--- src/rtl/uart_pkg.sv ---
// Shared UART definitions used by the receiver and the transmitter.
//   uart_state_e          : 3-bit frame FSM encoding (IDLE=0 .. DONE=4), same on both sides
//   UartClksPerBit        : default clocks per bit (115200 baud at 50 MHz)
//   UartDataWidth         : data bits per frame
package uart_pkg;

  localparam int unsigned UartClksPerBit = 434;
  localparam int unsigned UartDataWidth  = 8;

  typedef enum logic [2:0] {
    StIdle  = 3'd0,
    StStart = 3'd1,
    StData  = 3'd2,
    StStop  = 3'd3,
    StDone  = 3'd4
  } uart_state_e;

endpackage

--- src/rtl/uart_rx_sync.sv ---
// Two-flop synchronizer for an asynchronous, idle-high input.
//   clk : system clock
//   rst : synchronous active-high reset, both stages go to 1
//   d_i : asynchronous input
//   q_o : synchronized output
module uart_rx_sync (
  input  logic clk,
  input  logic rst,
  input  logic d_i,
  output logic q_o
);

  logic s1_q, s2_q;

  always_ff @(posedge clk) begin
    if (rst) begin
      s1_q <= 1'b1;
      s2_q <= 1'b1;
    end else begin
      s1_q <= d_i;
      s2_q <= s1_q;
    end
  end

  assign q_o = s2_q;

endmodule

--- src/rtl/uart_rx.sv ---
// 8N1 UART receiver. Oversamples rx with clk, finds the start edge and samples the start,
// data (LSB first) and stop bits at mid-bit, then strobes the received byte for one cycle.
//   CLKS_PER_BIT  : clocks per bit period, >= 4
//   clk           : system clock
//   rst           : synchronous active-high reset
//   rx            : asynchronous serial input, idle high
//   RX_BYTE       : last received byte, held until the next RX_DATA_VALID
//   RX_DATA_VALID : one-cycle strobe, RX_BYTE valid in that cycle
//   O_RX_FERR     : one-cycle framing-error strobe
// Build option UART_RX_FRAMING_ERR_EN: when defined, a low stop bit raises O_RX_FERR instead
// of RX_DATA_VALID and leaves RX_BYTE untouched. When undefined the stop bit is ignored and
// O_RX_FERR is tied low.
module uart_rx
  import uart_pkg::*;
#(
  parameter int unsigned CLKS_PER_BIT = UartClksPerBit
) (
  input  logic                     clk,
  input  logic                     rst,
  input  logic                     rx,
  output logic [UartDataWidth-1:0] RX_BYTE,
  output logic                     RX_DATA_VALID,
  output logic                     O_RX_FERR
);

  localparam int unsigned CntW = $clog2(CLKS_PER_BIT);
  localparam int unsigned IdxW = $clog2(UartDataWidth);

  localparam logic [CntW-1:0] CntBitLast  = CntW'(CLKS_PER_BIT - 1);
  localparam logic [CntW-1:0] CntHalfLast = CntW'(CLKS_PER_BIT / 2 - 1);
  localparam logic [IdxW-1:0] IdxLast     = IdxW'(UartDataWidth - 1);

  logic rx_s;

  uart_rx_sync u_sync (
    .clk (clk),
    .rst (rst),
    .d_i (rx),
    .q_o (rx_s)
  );

  uart_state_e              state_q, state_d;
  logic [CntW-1:0]          cnt_q, cnt_d;
  logic [IdxW-1:0]          idx_q, idx_d;
  logic [UartDataWidth-1:0] shift_q, shift_d;
  logic [UartDataWidth-1:0] byte_q;
  logic                     stop_q, stop_d;

  // State register and datapath registers.
  always_ff @(posedge clk) begin
    if (rst) begin
      state_q <= StIdle;
      cnt_q   <= '0;
      idx_q   <= '0;
      shift_q <= '0;
      stop_q  <= 1'b1;
      byte_q  <= '0;
    end else begin
      state_q <= state_d;
      cnt_q   <= cnt_d;
      idx_q   <= idx_d;
      shift_q <= shift_d;
      stop_q  <= stop_d;
      byte_q  <= RX_BYTE;
    end
  end

  // Next-state logic. The counter is cleared at every compare point, so it never wraps.
  always_comb begin
    state_d = state_q;
    cnt_d   = cnt_q;
    idx_d   = idx_q;
    shift_d = shift_q;
    stop_d  = stop_q;
    unique case (state_q)
      StIdle: begin
        cnt_d = '0;
        idx_d = '0;
        if (!rx_s) state_d = StStart;
      end
      StStart: begin
        if (cnt_q == CntHalfLast) begin
          cnt_d   = '0;
          // A line that is high again at mid-start was a glitch.
          state_d = rx_s ? StIdle : StData;
        end else begin
          cnt_d = cnt_q + 1'b1;
        end
      end
      StData: begin
        if (cnt_q == CntBitLast) begin
          cnt_d          = '0;
          shift_d[idx_q] = rx_s;
          if (idx_q == IdxLast) state_d = StStop;
          else                  idx_d   = idx_q + 1'b1;
        end else begin
          cnt_d = cnt_q + 1'b1;
        end
      end
      StStop: begin
        if (cnt_q == CntBitLast) begin
          cnt_d   = '0;
          stop_d  = rx_s;
          state_d = StDone;
        end else begin
          cnt_d = cnt_q + 1'b1;
        end
      end
      StDone: begin
        state_d = StIdle;
      end
      default: begin
        state_d = StIdle;
      end
    endcase
  end

`ifndef UART_RX_FRAMING_ERR_EN
  logic unused_stop;
  assign unused_stop = stop_q;
`endif

  // Outputs. Strobes are gated by rst so a reset coinciding with DONE suppresses them.
  always_comb begin
    RX_DATA_VALID = 1'b0;
    O_RX_FERR     = 1'b0;
    if ((state_q == StDone) && !rst) begin
`ifdef UART_RX_FRAMING_ERR_EN
      RX_DATA_VALID = stop_q;
      O_RX_FERR     = !stop_q;
`else
      RX_DATA_VALID = 1'b1;
`endif
    end
    // Present the new byte in the strobe cycle itself; byte_q holds it afterwards.
    RX_BYTE = RX_DATA_VALID ? shift_q : byte_q;
  end

endmodule

--- config.mk ---
export PLATFORM = sky130hd
export DESIGN_NAME = uart_rx
export DESIGN_NICKNAME = d
export VERILOG_FILES = /design/src/rtl/uart_pkg.sv /design/src/rtl/uart_rx_sync.sv /design/src/rtl/uart_rx.sv
export SDC_FILE = /design/constraint.sdc
export NUM_CORES = 1
export LEC_CHECK = 0
export ABC_AREA = 0
export CORE_MARGIN = 1
export CORE_UTILIZATION = 66
export DETAILED_ROUTE_END_ITERATION = 10
export DONT_BUFFER_PORTS = 1
export GPL_TIMING_DRIVEN = 0
export PLACE_DENSITY = 0.84
export SETUP_SLACK_MARGIN = 0.1
export SYNTH_ARGS = -nofsm -noshare
export SYNTH_HDL_FRONTEND = slang
export SYNTH_SLANG_ARGS = --single-unit
--- constraint.sdc ---
create_clock -name clk -period 2.66 [get_ports clk]
set_input_delay 0.532 -clock clk [delete_from_list [all_inputs] [get_ports clk]]
set_output_delay 0.532 -clock clk [all_outputs]
set_load 0.05 [all_outputs]
After elaboration in Yosys (flattened, before gate mapping)
Index checks and enable logic that the tools add are counted.
{"block": "word_totals", "ff_bits": 33, "out_inout_bits": 10}
{"block": "op_classes", "add_sub_neg": 2, "magnitude_cmp": 2, "eq_ne": 13, "n_mux": 18, "reduce_logical": 10}
{"op": "$pmux W9 S3", "count": 1}
{"op": "$mux W3", "count": 7}
{"op": "$mux W9", "count": 2}
{"op": "$ne A2 B2 Y1 const B", "count": 6}
{"op": "$pmux W3 S4", "count": 1}
{"op": "$add A9 B1 Y9 const B", "count": 1}
{"op": "$eq A9 B8 Y1 const B", "count": 1}
{"op": "$eq A9 B9 Y1 const B", "count": 1}
{"op": "$bwmux W8", "count": 1}
{"op": "$mux W8", "count": 1}
{"op": "$eq A3 B2 Y1 const B", "count": 2}
{"op": "$eq A3 B3 Y1 const B", "count": 2}
{"op": "$pmux W3 S2", "count": 1}
{"op": "$reduce_and A5 Y1", "count": 1}
{"op": "$lt A3 B4 Y1 const B", "count": 1}
{"op": "$add A3 B1 Y3 const B", "count": 1}
{"op": "$demux W1 S3", "count": 1}
{"op": "$eq A3 B1 Y1 const B", "count": 1}
{"op": "$ge A3 B1 Y1 const B", "count": 1}
{"op": "$logic_not A3 Y1", "count": 1}
{"op": "$reduce_and A3 Y1", "count": 1}
{"op": "$reduce_bool A3 Y1", "count": 1}
{"op": "$logic_and A1 B1 Y1", "count": 2}
{"op": "$mux W1", "count": 2}
{"op": "other kinds (5)", "count": 5}

Longest topological paths before layout
Gate-level depths: netlist of the first run.
{"block": "logic_depth", "word_depth": 5, "mapped_depth": 7, "depth_no_buf": 6}

By module
A second synthesis of the first run with hierarchy kept.
{"block": "unflattened", "hier_cells": 179, "hier_area_um2": 1659.1}
{"mod": "uart_rx", "n_inst": 1, "cells_per_inst": 175, "area_per_inst_um2": 1606.5, "seq_area_each_um2": 620.6}
{"mod": "uart_rx_sync", "n_inst": 1, "cells_per_inst": 4, "area_per_inst_um2": 52.6, "seq_area_each_um2": 40.0}

Worst setup path before layout of the first run
Ideal clock, no wire load.
{"block": "synth_timing", "path_kind": "input port to output port", "startpoint": "input rst", "endpoint": "output RX_BYTE[0]", "arrival_time_ns": 2.028, "path_slack_ns": 0.100, "path_stages": 3, "n_path_buf": 1, "cell_sequence": "clkbuf_1 nor4_4 mux2_2"}
{"block": "synth_via", "elab_chain_cells": 4}
{"element": "from (decl)", "line_no": "uart_rx.sv:19", "source": "input logic rst,"}
{"element": "$logic_not A1 Y1", "line_no": "uart_rx.sv:127", "source": "if ((state_q == StDone) && !rst) begin"}
{"element": "$logic_and A1 B1 Y1", "line_no": "uart_rx.sv:127"}
{"element": "$mux W1", "line_no": "uart_rx.sv:127"}
{"element": "via RX_DATA_VALID", "line_no": "uart_rx.sv:22", "source": "output logic RX_DATA_VALID,"}
{"element": "$mux W8", "line_no": "uart_rx.sv:136", "source": "RX_BYTE = RX_DATA_VALID ? shift_q : byte_q;"}
{"element": "to (decl)", "line_no": "uart_rx.sv:21", "source": "output logic [UartDataWidth-1:0] RX_BYTE,"}
The timed path passes the listed nets, and every way through them passes these cells.

Final worst setup path of the first run
{"block": "layout_timing", "startpoint": "register state_q[2]", "endpoint": "output RX_BYTE[1]"}
{"block": "layout_via", "elab_chain_cells": 4}
{"element": "from (decl)", "line_no": "uart_rx.sv:42", "source": "uart_state_e state_q, state_d;"}
{"element": "from (signal assigned)", "line_no": "uart_rx.sv:52", "source": "state_q <= StIdle;"}
{"element": "from (signal assigned)", "line_no": "uart_rx.sv:59", "source": "state_q <= state_d;"}
{"element": "$eq A3 B3 Y1", "line_no": "uart_rx.sv:127"}
{"element": "$logic_and A1 B1 Y1", "line_no": "uart_rx.sv:127"}
{"element": "$mux W1", "line_no": "uart_rx.sv:127"}
{"element": "via RX_DATA_VALID", "line_no": "uart_rx.sv:22"}
{"element": "$mux W8", "line_no": "uart_rx.sv:136"}
The timed path passes the listed nets, and every way through them passes these cells.

==> results of run 1 <==
## Yosys cell counts, drive strengths merged (2+ instances only)
| master | n | share of area |
|---|---|---|
| buf | 5 | 0.019 |
| o32ai | 2 | 0.010 |
| or3 | 2 | 0.0074 |
| nor2 | 6 | 0.015 |
| a31oi | 3 | 0.011 |
| nor2b | 2 | 0.0074 |
| inv | 6 | 0.013 |
| ha | 5 | 0.037 |
| a21oi | 5 | 0.015 |
| nor3 | 4 | 0.012 |
| and2b | 8 | 0.036 |
| a211oi | 4 | 0.021 |
| xor2 | 2 | 0.010 |
| or3b | 2 | 0.010 |
| nand4 | 2 | 0.0074 |
| o22ai | 2 | 0.0074 |
| mux2i | 12 | 0.071 |
| dfxtp | 33 | 0.39 |
| o21ai | 4 | 0.012 |
| o211ai | 2 | 0.0089 |
| and3 | 2 | 0.0074 |
| nand3 | 4 | 0.012 |
| mux2 | 9 | 0.060 |
| nor4 | 5 | 0.027 |
| or2 | 2 | 0.0074 |
| nand2 | 14 | 0.031 |
| nand2b | 12 | 0.045 |
| clkbuf | 5 | 0.011 |
## per-layer routing
metal | share of wire | vias up | global-route usage
li1 | - | 647 | -
met1 | 0.46 | 618 | 0.346
met2 | 0.48 | 41 | 0.445
met3 | 0.051 | 9 | 0.0986
met4 | 0.014 | 0 | 0.0789
met5 | 0 | - | 0
## where the power goes
part | internal (mW) | switching (mW) | leakage (nW)
logic | 0.0649 | 0.0991 | 0.408
registers | 0.509 | 0.0171 | 0.268
clock network | 0.153 | 0.166 | 0.0413
## worst min path at each step
stage / startpoint / endpoint / slack, ns / cells after the start
2_1_floorplan: u_sync.s1_q / u_sync.q_o / 0.39 / 1
3_3_place_gp: u_sync.s1_q / u_sync.q_o / 0.40 / 1
3_5_place_dp: u_sync.s1_q / u_sync.q_o / 0.42 / 1
4_1_cts: rx / u_sync.s1_q / 0.29 / 1
5_1_grt: rx / u_sync.s1_q / 0.27 / 1
6_report: rx / u_sync.s1_q / 0.30 / 1
## layout by cell type, fill, tap and decap left out, types with 2 or more instances in the layout
| master | netlist | layout |
|---|---|---|
| dfxtp_1 | 33 | 30 |
| nand2_1 | 14 | 14 |
| nand2b_1 | 12 | 12 |
| mux2i_1 | 12 | 12 |
| and2b_1 | 8 | 8 |
| inv_1 | 5 | 5 |
| clkbuf_1 | 5 | 5 |
| mux2_4 | 0 | 5 |
| nor2_1 | 5 | 5 |
| a21oi_1 | 5 | 5 |
| ha_1 | 5 | 5 |
| buf_4 | 3 | 5 |
| clkbuf_4 | 0 | 5 |
| mux2_2 | 9 | 4 |
| nor3_1 | 4 | 4 |
| nor4_1 | 4 | 4 |
| nand3_1 | 4 | 4 |
| o21ai_0 | 4 | 4 |
| a211oi_1 | 3 | 3 |
| a31oi_1 | 3 | 3 |
| o32ai_1 | 2 | 2 |
| or3b_1 | 2 | 2 |
| or2_2 | 2 | 2 |
| o22ai_1 | 2 | 2 |
| nor2b_1 | 2 | 2 |
| xor2_1 | 2 | 2 |
| o211ai_1 | 2 | 2 |
| and3_1 | 2 | 2 |
| or3_1 | 2 | 2 |
| nand4_1 | 2 | 2 |
| clkbuf_8 | 0 | 2 |
| dfxtp_2 | 0 | 2 |
## sequential cells by signal, summed over array words and instances, names as in the netlist
| register | cells |
|---|---|
| u_sync.q_o | 1 |
| idx_q | 3 |
| u_sync.s1_q | 1 |
| byte_q | 8 |
| cnt_q | 9 |
| state_q | 3 |
| shift_q | 8 |
## cells by family after synthesis
| kind of cell | share of synthesized area |
|---|---|
| and+or+nand+nor | 0.256 |
| other | 0.00223 |
| buffers and inverters | 0.0431 |
| adders and majority gates | 0.0371 |
| DFF | 0.392 |
| muxes | 0.132 |
| AOI/OAI and AO/OA | 0.122 |
| xor gates and xnor gates | 0.0156 |
## timing repair
| action | in CTS | in global routing |
|---|---|---|
| cloned | 1 | 0 |
| endpoints found under the setup margin | 8 | 8 |
| gates resized for setup | 11 | 3 |
| buffers inserted | 2 | 2 |
| hold endpoints to repair | 0 | 0 |
| pin swaps | 1 | 0 |
## final cells by class
| class | count | area, µm² | share of cell area |
|---|---|---|---|
| sequential | 33 | 667 | 0.361 |
| multi-input combinational | 129 | 982 | 0.531 |
| tap | 28 | 35.0 | 0.0189 |
| buffer | 8 | 35.0 | 0.0189 |
| clock buffer | 7 | 65.1 | 0.0352 |
| clock inverter | 1 | 5.00 | 0.00271 |
| inverter | 6 | 30.0 | 0.0162 |
| timing repair buffer | 4 | 30.0 | 0.0162 |
## stage by stage
step / power [mW] / worst slack [ns] / area [µm²] / cells
after floorplan: 0.665 / 0.0999 / 1680 / 177
after global placement: 0.688 / -0.0737 / 1720 / 205
after detailed placement: 0.692 / -0.104 / 1720 / 205
after CTS: 1.02 / -0.132 / 1850 / 216
after global routing: 1.06 / -0.138 / 1850 / 216
final: 1.01 / -0.0859 / 1850 / 216
==> impl_metrics.sql, run 1 <==
INSERT INTO impl_metrics (metric_group, metric, value, unit) VALUES
('critical_path', 'critical_path_cell_count', '3', ''),
('clock_network', 'cts-root-buf', 'clkbuf_4', ''),
('finish', 'flow.area_growth_from_synthesis', '9.81', '%'),
('route', 'vias', '1315', ''),
('critical_path', 'regToRegEndpoint', 'byte_q[3]', ''),
('critical_path', 'cp_slowest_stage_delay', '0.96', 'ns'),
('yosys', 'synthDistinctLibCells', '47', ''),
('run', 'cap_violations', '0', ''),
('finish', 'antenna_cells_inserted', '0', ''),
('route', 'antenna_violating_nets_post_route', '0', ''),
('route', 'firstDrtPassIters', '5', ''),
('yosys', 'synthCells', '177', ''),
('timing', 'timing.hold.ws', '0.299', 'ns'),
('clock_network', 'cts_inserted_buffers', '5', ''),
('power', 'leakagePower', '0.717', 'nW'),
('timing', 'maximum_achievable_frequency', '364', 'MHz'),
('clock_network', 'insertion_delay', '0.34', 'ns'),
('critical_path', 'worstSetupPathType', 'flop to output port', ''),
('timing', 'final-hold-violation-count', '0', ''),
('clock_network', 'ctsHtreeMaxLevel', '2', ''),
('critical_path', 'worst_r2r_startpoint', 'state_q[2]', ''),
('route', 'detailedRoute.firstIterationViolations', '36', ''),
('critical_path', 'critPathLaunchType', 'flop', ''),
('critical_path', 'critPathTopFamily', 'simple AND/OR/NAND/NOR gates', ''),
('run_status', 'violations', 'negative setup slack', ''),
('finish', 'drive_above_1_share', '0.186', ''),
('timing', 'fin_tns_setup', '-0.427', 'ns'),
('critical_path', 'path_buf_inv', '1', ''),
('timing', 'final_critical_path_setup_slack', '-0.0859', 'ns'),
('clock_network', 'ctsLongestPathBuffers', '2', ''),
('yosys', 'proportion_of_synthesized_flip_flops_having_asynchronous_set_or_reset', '0', ''),
('placed_design', 'portBuffers', '0', ''),
('route', 'wire_per_inst', '15.5', 'µm'),
('global_routing', 'globalRoute.totalOverflow', '0', ''),
('placed_design', 'gp_routability_congestion', '0.879', ''),
('global_routing', 'gr-usage-all-layers', '0.277', ''),
('critical_path', 'critical_path.startpoint', 'state_q[2]', ''),
('timing', 'final-max-slew-violation-count', '0', ''),
('power', 'max-vdd-ir-drop', '0.530', 'mV'),
('yosys', 'syn_area', '0.00168', 'mm²'),
('critical_path', 'setup.reg_to_reg.worst_slack', '0.49', 'ns'),
('die', 'initial_utilization', '0.733', ''),
('yosys', 'ys_dominant_reg_cell', 'dfxtp_1', ''),
('global_routing', 'largest_net_degree_at_the_start_of_global_routing', '11', ''),
('run_status', 'outcome', 'finished, violations left', ''),
('route', 'per_cell_via_count_in_the_routed_design', '6.09', ''),
('timing', 'rsz0062_at_grt', 'true', ''),
('critical_path', 'end_kind', 'output port', ''),
('yosys', 'synth_enable_flop_cells', '0', ''),
('die', 'dieWidth', '52.5', 'µm'),
('yosys', 'post_synth.cell_area_avg', '9.51', 'µm²'),
('yosys', 'yosys_warnings', '0', ''),
('clock_network', 'path_clk_slew', '0.11', 'ns'),
('timing', 'min_period_over_period', '1.03', ''),
('die', 'boundaryPins', '13', ''),
('finish', 'utilization', '0.805', ''),
('timing', 'timing.final.setup_violations', '5', ''),
('die', 'placeableCoreArea', '0.00230', 'mm²'),
('timing', 'timing_worst_slew_pin_value', '1.20', 'ns'),
('critical_path', 'endpoint_of_the_worst_setup_timing_path', 'RX_BYTE[1]', ''),
('yosys', 'number_of_nets_produced_by_synthesis', '185', ''),
('timing', 'final_period_minus_worst_setup_slack', '2.75', 'ns'),
('placed_design', 'detailed_place_hpwl', '2210', 'µm'),
('clock_network', 'cts.hold.buffers_added', '0', ''),
('die', 'fp.dieArea', '0.00276', 'mm²'),
('critical_path', 'crit_slowest_cell', 'nor4_4', ''),
('power', 'power.density_cell_area', '546', 'mW/mm²'),
('route', 'post-route-drc-count', '0', ''),
('critical_path', 'critical_path_peak_fanout', '6', ''),
('critical_path', 'path_cells', 'inv_8, nor4_4, mux2_4', ''),
('global_routing', 'antenna_found_initial', '0', '');
(Power assumes the default switching activity.)
==> run 2, diff against run 1 <==
--- a/config.mk
+++ b/config.mk
@@ -6,13 +6,13 @@
 export NUM_CORES = 1
 export LEC_CHECK = 0
 export ABC_AREA = 0
+export CAP_MARGIN = 0
 export CORE_MARGIN = 1
 export CORE_UTILIZATION = 66
 export DETAILED_ROUTE_END_ITERATION = 10
 export DONT_BUFFER_PORTS = 1
 export GPL_TIMING_DRIVEN = 0
 export PLACE_DENSITY = 0.84
-export SETUP_SLACK_MARGIN = 0.1
 export SYNTH_ARGS = -nofsm -noshare
 export SYNTH_HDL_FRONTEND = slang
 export SYNTH_SLANG_ARGS = --single-unit
==> impl_metrics.sql, run 2 (same netlist as run 1, synthesis figures left out) <==
INSERT INTO impl_metrics (metric_group, metric, value, unit) VALUES
('die', 'die-height', '52.5', 'µm'),
('timing', 'maximum_achievable_frequency', '364', 'MHz'),
('route', 'detailedRoute.firstIterationViolations', '36', ''),
('route', 'firstDrtPassIters', '5', ''),
('timing', 'timing.hold.ws', '0.299', 'ns'),
('placed_design', 'detailed_place_hpwl', '2210', 'µm'),
('route', 'per_cell_via_count_in_the_routed_design', '6.09', ''),
('critical_path', 'critical_path_data_arrival_time', '2.21', 'ns'),
('clock_network', 'path_clk_slew', '0.11', 'ns'),
('power', 'max-vdd-ir-drop', '0.530', 'mV'),
('critical_path', 'critical_path_peak_fanout', '6', ''),
('clock_network', 'cts-root-buf', 'clkbuf_4', ''),
('run_status', 'violations', 'negative setup slack', ''),
('global_routing', 'gr-usage-all-layers', '0.277', ''),
('power', 'power.density_cell_area', '546', 'mW/mm²'),
('finish', 'reg_top3', 'cnt_q x9, byte_q x8, shift_q x8', ''),
('finish', 'final_common_cell', 'dfxtp_1', ''),
('route', 'antenna_violating_nets_post_route', '0', ''),
('finish', 'utilization', '0.805', ''),
('clock_network', 'clock_tree_from_tritoncts', 'built', ''),
('timing', 'final-max-slew-violation-count', '0', ''),
('die', 'rows', '17', ''),
('clock_network', 'cts_inserted_buffers', '5', ''),
('placed_design', 'gp_routability_congestion', '0.879', ''),
('global_routing', 'first_global_vias', '1212', ''),
('timing', 'final_critical_path_setup_slack', '-0.0859', 'ns'),
('route', 'vias', '1315', ''),
('critical_path', 'end_kind', 'output port', ''),
('placed_design', 'placedCellCount', '205', ''),
('timing', 'min_period_over_period', '1.03', ''),
('global_routing', 'globalRoute.totalOverflow', '0', ''),
('timing', 'timing_worst_slew_pin_value', '1.20', 'ns'),
('finish', 'flow.area_growth_from_synthesis', '9.81', '%'),
('critical_path', 'critPathLaunchType', 'flop', ''),
('finish', 'antenna_cells_inserted', '0', ''),
('global_routing', 'grt_first_pass_wirelength', '5480', 'µm'),
('run', 'cap_violations', '0', ''),
('placed_design', 'portBuffers', '0', ''),
('timing', 'max-slew-margin-rel', '0.192', ''),
('clock_network', 'ctsHtreeMaxLevel', '2', ''),
('finish', 'layout.cells.most_common_list', 'dfxtp_1 (30), nand2_1 (14), nand2b_1 (12), mux2i_1 (12), and2b_1 (8)', ''),
('finish', 'drive_above_1_share', '0.186', ''),
('clock_network', 'sinks_on_the_clock_net', '33', ''),
('finish', 'final_nets', '195', ''),
('timing', 'final_period_minus_worst_setup_slack', '2.75', 'ns'),
('worst_hold_path', 'min_delay_path_depth', '1', ''),
('die', 'fp.dieArea', '0.00276', 'mm²'),
('timing', 'timing.final.setup_violations', '5', ''),
('critical_path', 'worstSetupPathType', 'flop to output port', ''),
('finish', 'register_with_the_most_flip_flops', 'cnt_q', ''),
('route', 'wire_per_inst', '15.5', 'µm'),
('die', 'boundaryPins', '13', ''),
('global_routing', 'largest_net_degree_at_the_start_of_global_routing', '11', ''),
('placed_design', 'detailedPlace.worstSlack', '-0.104', 'ns'),
('power', 'leakagePower', '0.717', 'nW'),
('route', 'drt-total-wl', '3350', 'µm'),
('worst_hold_path', 'hold_path.class', 'primary input to flop', ''),
('critical_path', 'worst_ep_required', '2.13', 'ns'),
('route', 'post-route-drc-count', '0', ''),
('placed_design', 'placed_area', '0.00172', 'mm²'),
('critical_path', 'r2r_cells', '4', ''),
('timing', 'final-hold-violation-count', '0', ''),
('run_status', 'outcome', 'finished, violations left', ''),
('global_routing', 'antenna_found_initial', '0', ''),
('clock_network', 'insertion_delay', '0.34', 'ns'),
('timing', 'fin_skew', '0.0124', 'ns'),
('finish', 'max_reg_flops', '9', ''),
('die', 'placeableCoreArea', '0.00230', 'mm²'),
('timing', 'rsz0062_at_grt', 'true', ''),
('die', 'dieWidth', '52.5', 'µm'),
('finish', 'fin_area', '0.00185', 'mm²'),
('clock_network', 'ctsLongestPathBuffers', '2', ''),
('finish', 'final-instance-count-excl-fill', '216', ''),
('die', 'initial_utilization', '0.733', '');
[run 2: report_power, final]
group,internal (mW),switching [mW]
clock network,0.153,0.166
logic,0.0649,0.0991
registers,0.509,0.0171
total,0.727,0.282
[run 2: final timing paths]
kind | start | end | slack [ns]
worst max register to register | state_q[2] | byte_q[3] | 0.49
worst max-delay path | state_q[2] | RX_BYTE[1] | -0.09
worst min-delay path | rx | u_sync.s1_q | 0.30
worst min register to register | u_sync.s1_q | u_sync.q_o | 0.46
[run 2: layout make-up]
cell class | count | area, µm²
Clock buffer | 7 | 65.1
Multi-Input combinational cell | 129 | 982
Clock inverter | 1 | 5.00
Tap cell | 28 | 35.0
Buffer | 8 | 35.0
Sequential cell | 33 | 667
Inverter | 6 | 30.0
Timing Repair Buffer | 4 | 30.0
Fill cell | 155 | 448
[run 2: metrics by stage]
stage	TNS (ns)	power, mW
5_1_grt	-0.687	1.06
2_1_floorplan	0	0.665
3_5_place_dp	-0.811	0.692
4_1_cts	-0.653	1.02
6_report	-0.427	1.01
3_3_place_gp	-0.576	0.688
[run 2: worst max-delay path, stage by stage, from the launching register on]
cell	delay, ns
dfxtp_4	0.41
inv_8	0.04
nor4_4	0.96
mux2_4	0.45
[run 2: repair_timing]
item	CTS	global route
gates cloned	1	0
setup buffers	2	2
resized for setup	11	3
pin swaps	1	0
hold buffers	0	0
setup endpoints to repair	8	5
[run 2: routing by layer]
metal	up-vias	global-route usage	routed length, µm
li1	647	-	-
met4	0	0.0789	47
met3	9	0.0986	172
met5	-	0	0
met2	41	0.445	1600
met1	618	0.346	1530
